**src/rtl/lut_config_loader_if.sv**
```systemverilog
// lut_config_loader_if: configuration byte stream in, LUT truth-table write port out
interface lut_config_loader_if #(parameter int ADDR_W = 4);
  logic [7:0] in_data;
  logic in_valid;
  logic in_ready;
  logic [ADDR_W-1:0] cfg_addr;
  logic [63:0] cfg_data;
  logic cfg_we;
  modport master(output in_data, in_valid, input in_ready, cfg_addr, cfg_data, cfg_we);
  modport slave(input in_data, in_valid, output in_ready, cfg_addr, cfg_data, cfg_we);
endinterface

```
**src/rtl/lut_config_loader.sv**
```systemverilog
// lut_config_loader: parses framed config bytes, verifies each record and writes LUT truth tables
module lut_config_loader #(
  parameter int NUM_LUTS = 16,
  parameter int ADDR_W = 4,
  parameter logic [7:0] SYNC_BYTE = 8'hA5
) (
  input logic clk,
  input logic rst_n,
  lut_config_loader_if.slave bus,
  output logic busy,
  output logic done,
  output logic error,
  output logic [1:0] error_code
);
  typedef enum logic [2:0] {IDLE, ADDR, COUNT, DATA, CHECK, WRITE} state_t;
  localparam logic [8:0] LUTS = 9'(NUM_LUTS);
  state_t state;
  logic [7:0] idx, rem, xsum;
  logic [2:0] cnt;
  logic [63:0] word;
  logic xfer;
  assign bus.in_ready = state != WRITE;
  assign busy = state != IDLE;
  assign xfer = bus.in_valid & bus.in_ready;
  always_ff @(posedge clk or negedge rst_n) begin
    if (!rst_n) begin
      state <= IDLE;
      idx <= '0;
      rem <= '0;
      xsum <= '0;
      cnt <= '0;
      word <= '0;
      bus.cfg_addr <= '0;
      bus.cfg_data <= '0;
      bus.cfg_we <= 1'b0;
      done <= 1'b0;
      error <= 1'b0;
      error_code <= 2'b00;
    end else begin
      bus.cfg_we <= 1'b0;
      case (state)
        IDLE: if (xfer && bus.in_data == SYNC_BYTE) begin
          done <= 1'b0;
          error <= 1'b0;
          error_code <= 2'b00;
          state <= ADDR;
        end
        ADDR: if (xfer) begin
          idx <= bus.in_data;
          state <= COUNT;
        end
        COUNT: if (xfer) begin
          // 9-bit range check so start+count cannot wrap past 255
          if (bus.in_data == 8'd0 || 9'(idx) >= LUTS || 9'(idx) + 9'(bus.in_data) > LUTS) begin
            error <= 1'b1;
            error_code <= 2'b01;
            state <= IDLE;
          end else begin
            rem <= bus.in_data;
            cnt <= '0;
            xsum <= '0;
            state <= DATA;
          end
        end
        DATA: if (xfer) begin
          word[{cnt, 3'b000} +: 8] <= bus.in_data;
          xsum <= xsum ^ bus.in_data;
          cnt <= cnt + 3'd1;
          if (cnt == 3'd7) state <= CHECK;
        end
        CHECK: if (xfer) begin
          // strobe is launched here so it is high during the WRITE cycle itself
          if (bus.in_data == xsum) begin
            bus.cfg_we <= 1'b1;
            bus.cfg_addr <= ADDR_W'(idx);
            bus.cfg_data <= word;
            state <= WRITE;
          end else begin
            error <= 1'b1;
            error_code <= 2'b10;
            state <= IDLE;
          end
        end
        WRITE: begin
          idx <= idx + 8'd1;
          rem <= rem - 8'd1;
          cnt <= '0;
          xsum <= '0;
          if (rem == 8'd1) begin
            done <= 1'b1;
            state <= IDLE;
          end else state <= DATA;
        end
        default: state <= IDLE;
      endcase
    end
  end
endmodule

```
**src/flat_wrapper.sv**
```systemverilog
// flat-port wrapper written by rule: the top's interface ports become plain ports
module lut_config_loader_flat 
#(
  parameter int NUM_LUTS = 16,
  parameter int ADDR_W = 4,
  parameter logic [7:0] SYNC_BYTE = 8'hA5
)
  (clk, rst_n, busy, done, error, error_code, bus_in_data, bus_in_valid, bus_in_ready, bus_cfg_addr, bus_cfg_data, bus_cfg_we);
  lut_config_loader_if #(.ADDR_W(ADDR_W)) bus_i ();
  input logic clk;
  input logic rst_n;
  output logic busy;
  output logic done;
  output logic error;
  output logic [1:0] error_code;
  input wire logic [$bits(bus_i.in_data)-1:0] bus_in_data;
  input wire logic [$bits(bus_i.in_valid)-1:0] bus_in_valid;
  output wire logic [$bits(bus_i.in_ready)-1:0] bus_in_ready;
  output wire logic [$bits(bus_i.cfg_addr)-1:0] bus_cfg_addr;
  output wire logic [$bits(bus_i.cfg_data)-1:0] bus_cfg_data;
  output wire logic [$bits(bus_i.cfg_we)-1:0] bus_cfg_we;
  assign bus_i.in_data = bus_in_data;
  assign bus_i.in_valid = bus_in_valid;
  assign bus_in_ready = bus_i.in_ready;
  assign bus_cfg_addr = bus_i.cfg_addr;
  assign bus_cfg_data = bus_i.cfg_data;
  assign bus_cfg_we = bus_i.cfg_we;
  lut_config_loader #(.NUM_LUTS(NUM_LUTS), .ADDR_W(ADDR_W), .SYNC_BYTE(SYNC_BYTE)) u_core (.clk(clk), .rst_n(rst_n), .bus(bus_i), .busy(busy), .done(done), .error(error), .error_code(error_code));
endmodule
```
**config.mk**
```make
export PLATFORM = sky130hd
export DESIGN_NAME = lut_config_loader_flat
export DESIGN_NICKNAME = d
export VERILOG_FILES = /design/src/rtl/lut_config_loader_if.sv /design/src/rtl/lut_config_loader.sv /design/src/flat_wrapper.sv
export SDC_FILE = /design/constraint.sdc
export NUM_CORES = 1
export LEC_CHECK = 0
export BUFFER_PORTS_ARGS = -buffer_cell sky130_fd_sc_hd__buf_2
export CORE_MARGIN = 3
export CORE_UTILIZATION = 45
export CTS_CLUSTER_DIAMETER = 30
export DETAILED_ROUTE_END_ITERATION = 8
export GPL_ROUTABILITY_DRIVEN = 0
export GPL_TIMING_DRIVEN = 0
export PLACE_DENSITY_LB_ADDON = 0.05
export REMOVE_ABC_BUFFERS = 1
export SYNTH_ARGS = -nofsm -noshare
export SYNTH_HDL_FRONTEND = slang
export SYNTH_SLANG_ARGS = --single-unit
```
**constraint.sdc**
```tcl
create_clock -name clk -period 2.3 [get_ports clk]
set_input_delay 0.23 -clock clk [delete_from_list [all_inputs] [get_ports clk]]
set_output_delay 0.23 -clock clk [all_outputs]
set_load 0.1 [all_outputs]
```
==> flow_summary_export.csv, run 1 <==
group,metric,value,unit
die,ios,86,
global_routing,grt_max_degree,87,
routing,wl_per_cell,18.87,microns
finish,finalNetCount,748,
pwr,leakage,4.630,nW
status,violations,"setup timing",
global_routing,grt_pass1_vias,5430,
logic_synthesis,synth-async-reset-ratio,100.0,%
global_routing,antenna_found_initial,0,
timing,max_slew_margin,39.28,%
timing,grt_setup_unrepaired,"yes",
logic_synthesis,synth_area_leaders,"dfrtp_1 (55%), mux2_2 (18%), ha_1 (2.6%)",
clock_network,worstSkewPairLatency,0.42,ns
finish,fillers,1415,
hold_path,hold_path_class,"input pin to flip-flop",
clock_network,ctsHtreeMaxLevel,4,
routing,routed_wl,17910,microns
pwr,powerDensity,1125,nW/um^2
logic_synthesis,yosys.cell_types.count,70,
logic_synthesis,avgSynthCellArea,12.42,sq um
global_routing,grt_pass1_wl,29280,microns
finish,register_area,4187,sq um
logic_synthesis,syn-instance-count,613,
finish,layout_commonest_cell,"dfrtp_1",
die,die_y,136.1,microns
finish,mostFrequentLayoutCells,"dfrtp_1 (161), mux2_2 (125), buf_2 (83)",
logic_synthesis,synth_area,7611,sq um
timing,period_minus_slack,2.480,ns
logic_synthesis,synth_edf_count,0,
timing,post-route-period-util,107.8,%
timing,setup_violations,22,
placement,hpwl,10490,microns
finish,multi_input_area,3501,sq um
logic_synthesis,ys_seq_area_share,54.91,%
finish,antenna_cells,0,
clock_network,root_buffer,"clkbuf_16",
die,initial_core_util,46.89,%
setup_path,path_class,"flip-flop to flip-flop",
timing,finalMaxSlewViolations,0,
placement,io_buffers,85,
pwr,total_power,10.57,mW
logic_synthesis,synth-main-ff-cell,"dfrtp_1",
die,die_x,136.1,microns
clock_network,clockBufferDepth,2,
die,dieArea,18510,sq um
clock_network,numCtsBuffers,17,
setup_path,arrival,2.82,ns
placement,dp_slack,-1.313,ns
finish,drive_gt1_share,46.66,%
global_routing,overflow,0,
logic_synthesis,synth_top_area_share,54.91,%
setup_path,path_max_fanout,8,
finish,area_growth,23.39,%
timing,clock_skew,0.006931,ns
clock_network,cts_tree,"built",
timing,finalWorstSetupSlack,-0.1802,ns
die,rows,46,
clock_network,clkTransAtPathRegs,0.07,ns
die,core_area,16230,sq um
status,status,"finished with violations",
routing,drcViolationCount,0,
logic_synthesis,yosysWarningCount,0,
logic_synthesis,ys_ff_latch,167,
job,maxCapViolCount,0,
routing,vias,5221,
setup_path,required,2.64,ns
setup_path,start_kind,"flip-flop",
pwr,ir_drop,0.7980,mV
logic_synthesis,yosys.area.top_type,"dfrtp_1",
setup_path,critPathCaptureType,"flip-flop",
routing,routed_via_density,5.502,
global_routing,groute.usage.overall,20.44,%
routing,dr.pass1.iters,6,
timing,timing.fmax,403.2,MHz
timing,hold_viol_final,0,
clock_network,clock-sinks,167,
routing,ant_nets,0,
routing,drt_iter0_drc,400,
timing,tightest_slew,0.8990,ns
==> final cells by class <==
type                    instances  area share, %
clock buffers                  20          4.650
clock inverters                12          1.532
inverters                      20         0.8793
multi-input cells             395          37.28
flip-flops and latches        167          44.58
well taps                     216          2.878
repair buffers                119          8.207
==> per-stage QoR <==
step / util, % / hold WS, ns / cells / setup TNS (ns) / instance area [sq um]
final: 57.86 / 0.3101 / 949 / -2.713 / 9392
after global routing: 57.86 / 0.3183 / 949 / -4.290 / 9392
after CTS: 57.23 / 0.2851 / 942 / -3.242 / 9289
after detailed placement: 50.48 / 0.2644 / 884 / -75.31 / 8193
after global placement: 49.95 / 0.4586 / 881 / -630.29 / 8107
after floorplan: - / -0.06559 / 580 / -202.47 / 7411
==> critical path, stage by stage (launching register included) <==
cell,delay (ns)
dfrtp_2,0.43
ha_4,0.17
fa_2,0.37
buf_6,0.14
xor2_2,0.15
o41ai_4,0.38
nand3_4,0.23
buf_6,0.18
o221a_4,0.25
nor3_2,0.10
==> cell usage after synthesis, types with 2 or more instances <==
cell,instances
o311a_1,3
o211ai_1,2
a31oi_1,2
and2_1,2
a211o_1,2
nor3_1,5
o32a_1,2
a41oi_1,3
nor3b_1,2
nand3b_1,3
o221a_2,3
buf_4,4
nor4_1,4
o22ai_1,2
mux2_2,125
a21o_1,2
buf_2,7
xor2_1,4
ha_1,16
xnor2_1,10
o21ai_0,26
nand4_1,4
buf_6,7
and3_1,2
nand3_1,10
and3b_1,2
a21oi_1,35
nand2_1,52
nand2b_1,4
inv_2,2
o21a_1,2
inv_1,18
or3_1,4
dfrtp_1,167
nor2_1,26
clkbuf_1,14
a2bb2oi_1,2
==> cell families (layout without fill, tap and decap cells) <==
family / Yosys count / after routing / synth area share (%)
mux: 126 / 126 / 18.63
simple gates: 132 / 134 / 8.894
compound gates: 104 / 104 / 9.453
fa+ha+maj: 17 / 17 / 2.893
flops: 167 / 167 / 54.91
xor+xnor: 14 / 14 / 1.611
buf+inv: 53 / 171 / 3.617
==> flip-flops by register name, indices dropped and copies added (netlist names) <==
signal / count
u_core.bus.cfg_addr: 4
u_core.bus.cfg_data: 64
u_core.bus.cfg_we: 1
u_core.cnt: 3
u_core.done: 1
u_core.error: 1
u_core.error_code: 2
u_core.idx: 8
u_core.rem: 8
u_core.state: 3
u_core.word: 64
u_core.xsum: 8
==> layer usage <==
| metal | global-route usage, % | routed length [microns] | vias to the layer above |
|---|---|---|---|
| li1 | - | - | 2407 |
| met1 | 26.79 | 7974 | 2680 |
| met2 | 33.35 | 8835 | 117 |
| met3 | 5.551 | 896 | 17 |
| met4 | 6.103 | 202 | 0 |
| met5 | 0 | 0 | - |
==> path summary, 6_finish.rpt <==
path                                         from                      to  slack [ns]  cells after the start
max                                 u_core.idx[0]         u_core.state[1]       -0.18                      9
min                                bus_in_data[7]           u_core.idx[7]        0.31                      3
max reg2reg                         u_core.idx[0]         u_core.state[1]       -0.18                      9
min reg2reg                u_core.bus.cfg_addr[0]  u_core.bus.cfg_addr[0]        0.48                      2
max in group asynchronous                   rst_n           u_core.idx[2]        1.07                      3
min in group asynchronous                   rst_n           u_core.rem[2]        0.38                      2
==> what timing repair did <==
item,CTS,global route
buffers inserted,24,9
setup endpoints to repair,160,138
pin swaps,24,9
gates cloned,3,0
endpoints found under the hold margin,81,0
gates resized for setup,62,16
hold buffers,1,0
==> power by group <==
group	internal (mW)	total (mW)	switching, mW
registers	3.59	4.13	0.534
clock network	1.62	2.82	1.19
logic	1.58	3.63	2.04
Note: power is estimated with default switching activity, not from simulation.
==> run 2: changes to the inputs <==
- CORE_MARGIN: 3 -> 5
- CTS_BUF_LIST: not set -> sky130_fd_sc_hd__clkbuf_16
==> flow_summary_export.csv, run 2 (synthesized netlist as in run 1, its figures left out) <==
group,metric,value,unit
status,status,"finished with violations",
status,violations,"setup timing",
clock_network,clockBufferDepth,2,
clock_network,numCtsBuffers,17,
pwr,power_frac_comb,33.5,%
routing,vias,5153,
setup_path,cp_cell_sequence,"ha_4 > fa_2 > a21oi_4 > o21bai_1 > xor2_1 > o41ai_4 > buf_4 > a41oi_2 > o2bb2ai_2 > a221oi_2",
pwr,leakage,4.613,nW
timing,worst_hold_slack,0.3026,ns
timing,finalMaxSlewViolations,0,
clock_network,worstSkewPairLatency,0.42,ns
pwr,total_power,10.57,mW
clock_network,clkTransAtPathRegs,0.07,ns
finish,fillers,1413,
placement,io_buffers,85,
pwr,seqPwrFrac,39.1,%
routing,met1_length,7626,microns
die,core_area,16580,sq um
placement,placed_area,8198,sq um
routing,wl_per_cell,18.74,microns
timing,post-route-period-util,106.3,%
pwr,p_int,6.834,mW
setup_path,cp_slowest_cell,"dfrtp_2",
finish,antenna_cells,0,
die,die_y,140.1,microns
pwr,swShare,35.35,%
setup_path,path_max_fanout,4,
timing,tightest_slew,0.9466,ns
routing,routed_wl,17710,microns
setup_path,critPathCaptureType,"flip-flop",
die,initial_core_util,45.90,%
routing,routed.top_layer,"met4",
global_routing,groute.usage.overall,18.69,%
finish,register_area,4190,sq um
timing,setup_tns,-2.168,ns
global_routing,antenna_found_initial,0,
finish,mostFrequentLayoutCells,"dfrtp_1 (158), mux2_2 (125), buf_2 (83)",
clock_network,root_buffer,"clkbuf_16",
job,maxCapViolCount,0,
pwr,powerDensity,1125,nW/um^2
global_routing,grt_pass1_wl,29240,microns
setup_path,path_class,"flip-flop to flip-flop",
routing,drt_iter0_drc,297,
finish,reg.largest.list,"u_core.bus.cfg_data: 64 flops, u_core.word: 64 flops",
timing,clock_skew,0.007667,ns
pwr,ir_drop,0.6358,mV
timing,setup_violations,23,
timing,period_minus_slack,2.445,ns
global_routing,grt_pass1_vias,5461,
timing,finalWorstSetupSlack,-0.1448,ns
timing,max_slew_margin,36.07,%
setup_path,required,2.63,ns
routing,wl_met3,741,microns
pwr,clockPowerShare,27.4,%
timing,hold_viol_final,0,
finish,finalNetCount,740,
timing,grt_setup_unrepaired,"yes",
pwr,power.net_switching,3.737,mW
routing,dr.pass1.iters,4,
setup_path,arrival,2.78,ns
timing,timing.fmax,409.0,MHz
setup_path,max_stage_delay,0.42,ns
setup_path,start_kind,"flip-flop",
clock_network,clock-sinks,167,
finish,drive_gt1_share,46.76,%
setup_path,r2r_setup_slack,-0.14,ns
finish,multi_input_area,3508,sq um
clock_network,ctsHtreeMaxLevel,4,
finish,fin_area,9397,sq um
routing,drcViolationCount,0,
routing,routed_via_density,5.453,
finish,layout_commonest_cell,"dfrtp_1",
finish,area_growth,23.46,%
placement,dp_slack,-1.314,ns
die,dieArea,19610,sq um
routing,dr_wl_met2,9064,microns
routing,ant_nets,0,
clock_network,cts_tree,"built",
die,die_x,140.1,microns
hold_path,hold_path_class,"input pin to flip-flop",
global_routing,overflow,0,
die,rows,47,
die,ios,86,
placement,hpwl,10530,microns
global_routing,grt_max_degree,92,
[run 2: changes by cell type in the layout (fill, tap and decap cells not counted), moves of 2 or more]
cell | previous run | this run
nand3_2 | 0 | 2
clkinvlp_4 | 1 | 3
clkinv_4 | 3 | 1
nor3_2 | 2 | 0
nand3_1 | 9 | 7
buf_4 | 23 | 12
dfrtp_2 | 6 | 9
nor3_4 | 0 | 2
clkbuf_1 | 3 | 0
clkinv_1 | 0 | 3
buf_12 | 2 | 5
dfrtp_1 | 161 | 158
[run 2: cell type report]
class,instances,share of cell area [%]
Timing Repair Buffer,111,7.923
Sequential cell,167,44.59
Tap cell,220,2.929
Clock buffer,17,4.527
Clock inverter,15,1.864
Multi-Input combinational cell,395,37.34
Inverter,20,0.8256
[run 2: final timing paths]
path | start | endpoint | depth (start not counted)
worst max-delay path | u_core.idx[0] | u_core.rem[0] | 10
worst min-delay path | bus_in_data[7] | u_core.idx[7] | 3
worst max register to register | u_core.idx[0] | u_core.rem[0] | 10
worst min register to register | u_core.bus.cfg_data[29] | u_core.bus.cfg_data[29] | 2
max in group asynchronous | rst_n | u_core.bus.cfg_data[37] | 3
min in group asynchronous | rst_n | u_core.rem[2] | 2
[run 2: critical path, delay by kind of cell, from the launching register on]
| kind | cells | cell delay, ns |
|---|---|---|
| xor gates and xnor gates | 1 | 0.25 |
| DFF | 1 | 0.42 |
| AOI/OAI and AO/OA | 6 | 0.96 |
| adders and majority gates | 2 | 0.53 |
| buffers and inverters | 1 | 0.19 |
[run 2: through the flow]
| stage | std cells | util [%] |
|---|---|---|
| floorplan | 580 | - |
| global placement | 885 | 48.91 |
| detailed placement | 888 | 49.43 |
| CTS | 941 | 56.22 |
| global route | 945 | 56.66 |
| finish | 945 | 56.66 |
[run 2: timing repair]
item                       4_1_cts  5_1_grt
pin swaps                       25       17
setup endpoints to repair      160      125
hold endpoints to repair        90        0
hold buffers                     1        0
resized for setup               63       19
setup buffers                   17        6
cloned                           3        0
[run 2: layer usage]
| metal | vias up | global-route usage, % |
|---|---|---|
| li1 | 2380 | - |
| met1 | 2645 | 23.67 |
| met2 | 107 | 32.06 |
| met3 | 21 | 4.022 |
| met4 | 0 | 6.119 |
| met5 | - | 0 |
[run 2: power by group through the flow]
| stage | Clock, mW | Sequential (mW) | Combinational, mW |
|---|---|---|---|
| after floorplan | 0 | 4.25 | 2.02 |
| after global placement | 0 | 4.12 | 2.71 |
| after detailed placement | 0 | 4.16 | 2.81 |
| after CTS | 2.97 | 4.13 | 3.45 |
| after global routing | 3.11 | 4.23 | 3.87 |
| final | 2.90 | 4.14 | 3.54 |
==> run 3: changes to the inputs <==
- SETUP_SLACK_MARGIN: not set -> 0.2
==> flow_summary_export.csv, run 3 (synthesized netlist as in run 1, its figures left out) <==
group,metric,value,unit
finish,drive_gt1_share,48.87,%
pwr,clockPowerShare,26.5,%
status,status,"finished with violations",
global_routing,groute.usage.overall,18.77,%
routing,vias,5361,
finish,area_growth,29.46,%
timing,finalMaxSlewViolations,0,
routing,drcViolationCount,0,
placement,dp_slack,-1.314,ns
pwr,ir_drop,0.6164,mV
job,maxCapViolCount,0,
routing,routed_via_density,5.498,
placement,hpwl,10530,microns
status,violations,"setup timing",
timing,tightest_slew,0.9700,ns
timing,setup_violations,23,
setup_path,arrival,2.76,ns
clock_network,numCtsBuffers,17,
setup_path,start_kind,"flip-flop",
clock_network,clkTransAtPathRegs,0.06,ns
pwr,leakage,4.873,nW
finish,antenna_cells,0,
setup_path,path_max_fanout,7,
hold_path,hold_path_class,"input pin to flip-flop",
global_routing,grt_pass1_vias,5493,
setup_path,required,2.60,ns
global_routing,overflow,0,
timing,max_slew_margin,34.48,%
timing,worst_hold_slack,0.3027,ns
timing,post-route-period-util,106.9,%
pwr,power.net_switching,3.828,mW
clock_network,clock-sinks,167,
global_routing,grt_pass1_wl,29300,microns
clock_network,worstSkewPairLatency,0.42,ns
clock_network,ctsHtreeMaxLevel,4,
timing,period_minus_slack,2.459,ns
clock_network,clockBufferDepth,2,
finish,mostFrequentLayoutCells,"dfrtp_1 (158), mux2_2 (107), buf_2 (83)",
placement,io_buffers,85,
pwr,p_int,7.070,mW
die,dieArea,19610,sq um
timing,hold_viol_final,0,
timing,finalWorstSetupSlack,-0.1587,ns
timing,clock_skew,0.007068,ns
die,core_area,16580,sq um
global_routing,antenna_found_initial,0,
routing,wl_per_cell,19.64,microns
die,rows,47,
die,ios,86,
routing,dr.pass1.iters,5,
routing,drt_iter0_drc,326,
finish,finalNetCount,770,
die,initial_core_util,45.90,%
placement,placed_area,8198,sq um
clock_network,cts_tree,"built",
setup_path,critPathCaptureType,"flip-flop",
global_routing,grt_max_degree,92,
finish,layout_commonest_cell,"dfrtp_1",
routing,routed_wl,19150,microns
timing,setup_tns,-2.785,ns
pwr,swShare,35.13,%
clock_network,root_buffer,"clkbuf_16",
die,die_y,140.1,microns
setup_path,path_class,"flip-flop to flip-flop",
routing,ant_nets,0,
pwr,power_frac_comb,35.9,%
pwr,seqPwrFrac,37.5,%
finish,reg.largest.list,"u_core.bus.cfg_data: 64 flops, u_core.word: 64 flops",
timing,timing.fmax,406.7,MHz
timing,grt_setup_unrepaired,"yes",
pwr,powerDensity,1106,nW/um^2
finish,fin_area,9853,sq um
die,die_x,140.1,microns
==> run 3: cell types whose count changed in the layout (fill, tap and decap cells not counted), sizes merged <==
cell	before	now
clkinv	5	6
clkbuf	18	22
buf	109	135
inv	24	23
==> run 3: layer usage <==
metal | up-vias | global-route usage, % | part of all wire [%]
li1 | 2455 | - | -
met3 | 29 | 3.954 | 4.4
met1 | 2742 | 23.62 | 44
met4 | 0 | 6.221 | 2.0
met5 | - | 0 | 0
met2 | 135 | 32.36 | 50
==> run 3: final timing paths <==
kind / from / end / slack, ns / cells past startpoint
max: u_core.idx[6] / u_core.xsum[6] / -0.16 / 11
min: bus_in_data[7] / u_core.idx[7] / 0.30 / 3
max reg2reg: u_core.idx[6] / u_core.xsum[6] / -0.16 / 11
min reg2reg: u_core.bus.cfg_data[29] / u_core.bus.cfg_data[29] / 0.48 / 2
max in group asynchronous: rst_n / u_core.bus.cfg_data[37] / 1.07 / 3
min in group asynchronous: rst_n / u_core.rem[2] / 0.39 / 2
==> run 3: power groups by stage <==
stage	Combinational, mW	Sequential (mW)	Clock (mW)
after floorplan	2.02	4.25	0
after global placement	2.71	4.12	0
after detailed placement	2.81	4.16	0
after CTS	3.54	4.10	2.97
after global routing	4.24	4.18	3.11
final	3.91	4.09	2.89
==> run 3: per-stage QoR <==
stage	utilization, %	instances	power [mW]
floorplan	-	580	6.272
global placement	48.91	885	6.830
detailed placement	49.43	888	6.972
CTS	56.53	946	10.61
global route	59.42	975	11.53
finish	59.42	975	10.90
==> run 3: final cells by class <==
class / count / area (sq um)
fill: 1370 / 6730
sequential: 167 / 4190
multi-input combinational: 395 / 3572
timing repair buffer: 141 / 1130
clock buffer: 17 / 425.4
tap: 220 / 275.3
clock inverter: 15 / 175.2
inverter: 20 / 85.08
==> run 3: worst max-delay path: stages (launching register included) <==
cell,delay (ns)
dfrtp_2,0.44
ha_4,0.31
nand2_1,0.06
a31o_1,0.22
a21o_1,0.21
a221oi_4,0.26
buf_6,0.14
nand3_4,0.14
a21oi_4,0.25
buf_6,0.13
buf_12,0.11
a21oi_2,0.05
==> run 3: repair_timing <==
action,in CTS,in global routing
gates resized for setup,72,34
endpoints found under the hold margin,90,0
endpoints found under the setup margin,167,146
gates cloned,3,7
setup buffers,22,22
pin swaps,25,23
hold buffers,1,0
